==> src/rtl/stream_pack_pkg.sv <==
// Shared types and helpers for the stream width packer.
// The parity helper is only used when PACKER_PARITY_EN is defined.
package stream_pack_pkg;

  localparam int DEF_DATA_WIDTH = 8;
  localparam int DEF_RATIO      = 4;

  typedef logic [$clog2(DEF_RATIO)-1:0] lane_cnt_t;
  typedef logic [DEF_RATIO-1:0]         keep_t;

  // Even parity of one lane, forced to 0 when the lane carries no data.
  function automatic logic lane_parity(input logic [DEF_DATA_WIDTH-1:0] data,
                                       input logic                      keep);
    return keep & (^data);
  endfunction

endpackage

==> src/rtl/stream_width_packer.sv <==
// Packs RATIO narrow beats into one wide word, lane 0 first, with a
// per-lane keep mask. A beat flagged in_last closes the word early.
// Optional feature: define PACKER_PARITY_EN to add out_parity, a per-lane
// even-parity vector registered alongside out_data.
module stream_width_packer
  import stream_pack_pkg::*;
#(
  parameter int DATA_WIDTH = DEF_DATA_WIDTH,
  parameter int RATIO      = DEF_RATIO
) (
  input  logic                        clk,
  input  logic                        reset,
  input  logic [DATA_WIDTH-1:0]       in_data,
  input  logic                        in_valid,
  input  logic                        in_last,
  output logic                        in_ready,
  output logic [DATA_WIDTH*RATIO-1:0] out_data,
  output logic [RATIO-1:0]            out_keep,
  output logic                        out_last,
  output logic                        out_valid,
  input  logic                        out_ready
`ifdef PACKER_PARITY_EN
  ,
  output logic [RATIO-1:0]            out_parity
`endif
);

  localparam int CW = $clog2(RATIO);
  localparam logic [CW-1:0] LAST_LANE = CW'(RATIO - 1);

  typedef enum logic {ACCUM, HOLD} state_t;

  state_t                      state;
  logic [CW-1:0]               count;
  logic [DATA_WIDTH*RATIO-1:0] acc;
  logic [RATIO-1:0]            keep;
  logic [DATA_WIDTH*RATIO-1:0] acc_next;
  logic [RATIO-1:0]            keep_next;
  logic                        in_fire;
  logic                        complete;

  // Ready only depends on the output register being free or draining now.
  assign in_ready = !out_valid || out_ready;
  assign in_fire  = in_valid && in_ready;
  assign complete = in_fire && ((count == LAST_LANE) || in_last);

  // Accumulator contents as they would look with the current beat merged in.
  always_comb begin
    acc_next  = acc;
    keep_next = keep;
    for (int k = 0; k < RATIO; k++) begin
      if (count == CW'(k)) begin
        acc_next[k*DATA_WIDTH +: DATA_WIDTH] = in_data;
        keep_next[k]                         = 1'b1;
      end
    end
  end

  // Lane accumulation, word hand-off to the output register and output state.
  always_ff @(posedge clk or posedge reset) begin
    if (reset) begin
      state     <= ACCUM;
      count     <= '0;
      acc       <= '0;
      keep      <= '0;
      out_data  <= '0;
      out_keep  <= '0;
      out_last  <= 1'b0;
      out_valid <= 1'b0;
    end else begin
      if (complete) begin
        out_data  <= acc_next;
        out_keep  <= keep_next;
        out_last  <= in_last;
        out_valid <= 1'b1;
        state     <= HOLD;
        count     <= '0;
        acc       <= '0;
        keep      <= '0;
      end else begin
        if (in_fire) begin
          acc   <= acc_next;
          keep  <= keep_next;
          count <= count + 1'b1;
        end
        if (state == HOLD && out_ready) begin
          out_valid <= 1'b0;
          state     <= ACCUM;
        end
      end
    end
  end

`ifdef PACKER_PARITY_EN
  logic [RATIO-1:0] parity_next;

  // Per-lane parity of the word being completed; empty lanes are already 0.
  always_comb begin
    parity_next = '0;
    for (int k = 0; k < RATIO; k++) begin
      parity_next[k] = lane_parity(acc_next[k*DATA_WIDTH +: DATA_WIDTH], keep_next[k]);
    end
  end

  // Parity is captured in the same cycle as out_data so the two stay aligned.
  always_ff @(posedge clk or posedge reset) begin
    if (reset) begin
      out_parity <= '0;
    end else if (complete) begin
      out_parity <= parity_next;
    end
  end
`endif

endmodule

==> config.mk <==
export PLATFORM = sky130hd
export DESIGN_NAME = stream_width_packer
export DESIGN_NICKNAME = d
export VERILOG_FILES = /design/src/rtl/stream_pack_pkg.sv /design/src/rtl/stream_width_packer.sv
export SDC_FILE = /design/constraint.sdc
export NUM_CORES = 1
export LEC_CHECK = 0
export ABC_AREA = 1
export ABC_CLOCK_PERIOD_IN_PS = 6200
export CAP_MARGIN = 20
export CORE_UTILIZATION = 47
export CTS_CLUSTER_DIAMETER = 30
export CTS_CLUSTER_SIZE = 24
export DETAILED_ROUTE_END_ITERATION = 16
export PLACE_DENSITY = 0.82
export RECOVER_POWER = 25
export SETUP_SLACK_MARGIN = 0.15
export SLEW_MARGIN = 20
export SYNTH_ARGS = -nofsm -noshare
export SYNTH_HDL_FRONTEND = slang
export SYNTH_SLANG_ARGS = --single-unit
==> constraint.sdc <==
create_clock -name clk -period 6.2 [get_ports clk]
set_input_delay 0.93 -clock clk [delete_from_list [all_inputs] [get_ports clk]]
set_output_delay 0.93 -clock clk [all_outputs]
set_load 0.02 [all_outputs]
# [After elaboration in Yosys (flattened, before gate mapping)]
# Index checks and enable logic that the tools add are counted.
[word_totals] elab_cells=36 in_bits=13 output_inout_bits=39 register_bits=76
[op_classes] reduce_logical=9 muxes=16 eq_ne=3 add_sub_neg=1
[op_table] cell="$mux W32" count=2
[op_table] cell="$mux W8" count=4
[op_table] cell="$mux W4" count=2
[op_table] cell="$mux W1" count=6
[op_table] cell="$eq A2 B2 Y1 const B" count=2
[op_table] cell="$mux W2" count=2
[op_table] cell="$reduce_bool A2 Y1" count=2
[op_table] cell="$logic_and A1 B1 Y1" count=3
[op_table] cell="$add A2 B1 Y2 const B" count=1
[op_table] cell="$eq A2 B1 Y1 const B" count=1
[op_table] cell="$logic_not A2 Y1" count=1
[op_table] cell="$logic_or A1 B1 Y1" count=2
[op_table] cell="$logic_not A1 Y1" count=1

# [Depth between registers and ports, before layout]
[logic_depth] depth_word=5 ltp_mapped=10

# [Worst setup path after synthesis]
# Ideal clock, no wire load.
[synth_timing] path_type="input -> output" start="input out_ready" end="output in_ready" path_slack_ns=4.107 t_arrival_ns=1.163 stages=2 required_ns=5.270 path_cell_list="inv_1 > nand2_1"
[synth_via] elab_chain_len=1
[synth_lines] element="from (decl)" line="stream_width_packer.sv:21" rtl="input logic out_ready"
[synth_lines] element="$logic_or A1 B1 Y1" line="stream_width_packer.sv:43" rtl="assign in_ready = !out_valid || out_ready;"
[synth_lines] element="to (decl)" line="stream_width_packer.sv:16" rtl="output logic in_ready,"
# No other way between the ends.

# [Worst setup path after layout]
# Ends and elaborated chain as after synthesis.

==> flow_summary.ini <==
[run_status]
status = complete, no violations

[clocking]
numCtsBuffers = 9
clk-insertion-delay-late_ns = 0.34
post_cts.resized_instances = 0
clock_sink_count = 76
root_buffer = sky130_fd_sc_hd__clkbuf_8
cts.hold.buffers_added = 0
cts.htree.levels = 3
clk_pin_slew_worst_paths_ns = 0.07
cts-root-to-sink-buffers = 2
cts_tree = yes
post-cts-setup-buffer-count = 0

[worst_setup_path]
worstPathArrival_ns = 2.27
r2r_end = out_data[27]
critical_path.startpoint_type = input port
cp-end-kind = output pin
timing.reg2reg.setup_slack_ns = 3.35
r2r_start = count[0]
worstSetupPathType = input port to output pin
timing.critical_path.required_ns = 5.27
worstPathMaxFanout = 4
worst-r2r-cell-count = 7

[timing]
finalMaxSlewViolations = 0
report.final.setup_viol = 0
report.final.hold_viol_count = 0
maxClockFrequency_mhz = 312.5
rsz0062_at_grt = no
slew_headroom = 0.3265
timing.clock.skew_ns = 0.006005
setup_tns_ns = 0
finalWorstPathRequiredPeriod_ns = 3.200
worst_pin_slew_ns = 1.008
final_min_period_over_clock_period = 0.5161

[grt]
grt_overflow_total = 0
largest_net_degree_at_the_start_of_global_routing = 77
grt_pass1_wl_um = 12830
antenna_found_initial = 0
grt_pass1_vias = 2835
gr-usage-all-layers = 0.2187

[power_and_ir_drop]
max-vdd-ir-drop_v = 0.0001249
swShare = 0.3184
p_clk_frac = 0.292
total_power_w = 0.001524
internal_power_w = 0.001039
netSwitchingPower_w = 0.0004852
power_frac_comb = 0.293
power_per_cell_area_nw_per_um2 = 356.9
p_leak_nw = 2.370
portion_of_total_power_attributed_to_sequential_cells = 0.415

[synth]
syn_nets = 456
ys_seq_area_frac = 0.5367
synth.avg_cell_area_um2 = 8.072
netlist_area_um2 = 3543
synth-warning-count = 0
synthDistinctLibCells = 18
ys_seq_elements = 76
postSynthCellCount = 439

[job]
max_cap_violations = 0

[floorplan]
floorplan.die.width_um = 88.83
std_cell_rows = 31
die_area_um2 = 7891
die-height_um = 88.83
initial_utilization = 0.4885
core_area_um2 = 7253
pin_count = 52

[routing]
wl_per_cell_um = 13.21
totalWireLength_um = 7676
route.antenna.remaining_nets = 0
drc = 0
drt_iter0_markers = 180
route.vias.total = 2887
vias_per_cell = 4.969
drt-pass1-iter-count = 4

[hold_path]
min-delay-start = keep[3]
hold_depth = 2
timing.hold.worst.class = flop to flop
worst_hold_path.endpoint = keep[3]

[placement]
detailedPlacementHpwl_um = 4823
routabilityCongestion = 0.7604
io_buffer_count = 51

[final_layout]
layout-drive-gt1-share = 0.07469
commonest_non_fill_non_tap_cell_in_the_layout = sky130_fd_sc_hd__nand2_1
antenna_cells_inserted = 0
flow.area_growth_from_synthesis_pct = 20.48
fill_cells = 626
mostFrequentLayoutCells = 241 x sky130_fd_sc_hd__nand2_1, 76 x sky130_fd_sc_hd__dfrtp_1, 56 x sky130_fd_sc_hd__nand3_1
final_nets = 495
registers in the layout, summed over array words and instances (netlist names):
signal / cells
out_keep: 4
count: 2
out_data: 32
state: 1
keep: 4
acc: 32
out_last: 1
power groups by stage:
stage | clock (W) | sequential, W | combinational [W]
2_1_floorplan | 0 | 0.000707 | 0.000214
3_3_place_gp | 0 | 0.000641 | 0.000436
3_5_place_dp | 0 | 0.000643 | 0.000447
4_1_cts | 0.000451 | 0.000634 | 0.000450
5_1_grt | 0.000479 | 0.000643 | 0.000493
6_report | 0.000444 | 0.000633 | 0.000447
cells in the mapped netlist, drive strengths merged:
library cell,n,share of area
nand3,66,0.11
dfrtp,76,0.54
a21oi,1,0.0025
or2,4,0.0071
nand2,242,0.26
ha,4,0.014
clkbuf,2,0.0021
inv,20,0.024
buf,24,0.048
per-layer routing:
layer  up-vias  track usage  part of all wire
met4         0      0.08211             0.021
met3        12      0.05131             0.061
met2        73       0.3685              0.48
li1       1429            -                 -
met5         -            0                 0
met1      1373       0.2748              0.44
logic make-up (layout without fill, tap and decap cells):
group / after synthesis / after routing / synth area share
AO/OA/AOI/OAI: 1 / 1 / 0.002472
buffers and inverters: 46 / 89 / 0.07380
AND/OR/NAND/NOR: 312 / 312 / 0.3729
flip-flops: 76 / 76 / 0.5367
adder cells (fa/ha/maj): 4 / 4 / 0.01412
through the flow:
step	area (µm²)	util	worst slack [ns]	instances	hold slack (ns)
after floorplan	3543	-	3.332	439	0.4281
after global placement	4031	0.5558	2.954	566	0.4417
after detailed placement	4031	0.5558	2.849	566	0.4442
after CTS	4269	0.5886	2.996	581	0.4640
after global routing	4269	0.5886	2.921	581	0.4799
final	4269	0.5886	3.000	581	0.4650
worst max-delay path, stage by stage:
cell	delay [ns]
sky130_fd_sc_hd__clkdlybuf4s50_1	0.45
sky130_fd_sc_hd__inv_1	0.07
sky130_fd_sc_hd__nand2_1	0.16
sky130_fd_sc_hd__clkdlybuf4s50_1	0.65
how the worst max path moves through the flow:
stage / end / start / cells after the start / slack (ns)
6_report: in_ready / out_ready / 4 / 3.00
5_1_grt: in_ready / out_ready / 4 / 2.92
4_1_cts: in_ready / out_ready / 4 / 3.00
3_5_place_dp: out_data[29] / in_last / 7 / 2.85
3_3_place_gp: out_data[28] / in_last / 7 / 2.95
2_1_floorplan: acc[0] / reset / 1 / 3.33
cell type report:
class,count,area [µm²],share of cell area
tap,99,123.9,0.02902
sequential,76,1902,0.4455
clock inverter,5,100.1,0.02345
multi-input combinational,317,1388,0.3250
timing repair buffer,54,533.0,0.1249
clock buffer,10,137.6,0.03224
inverter,20,85.08,0.01993
Note: power is estimated with default switching activity, not from simulation.
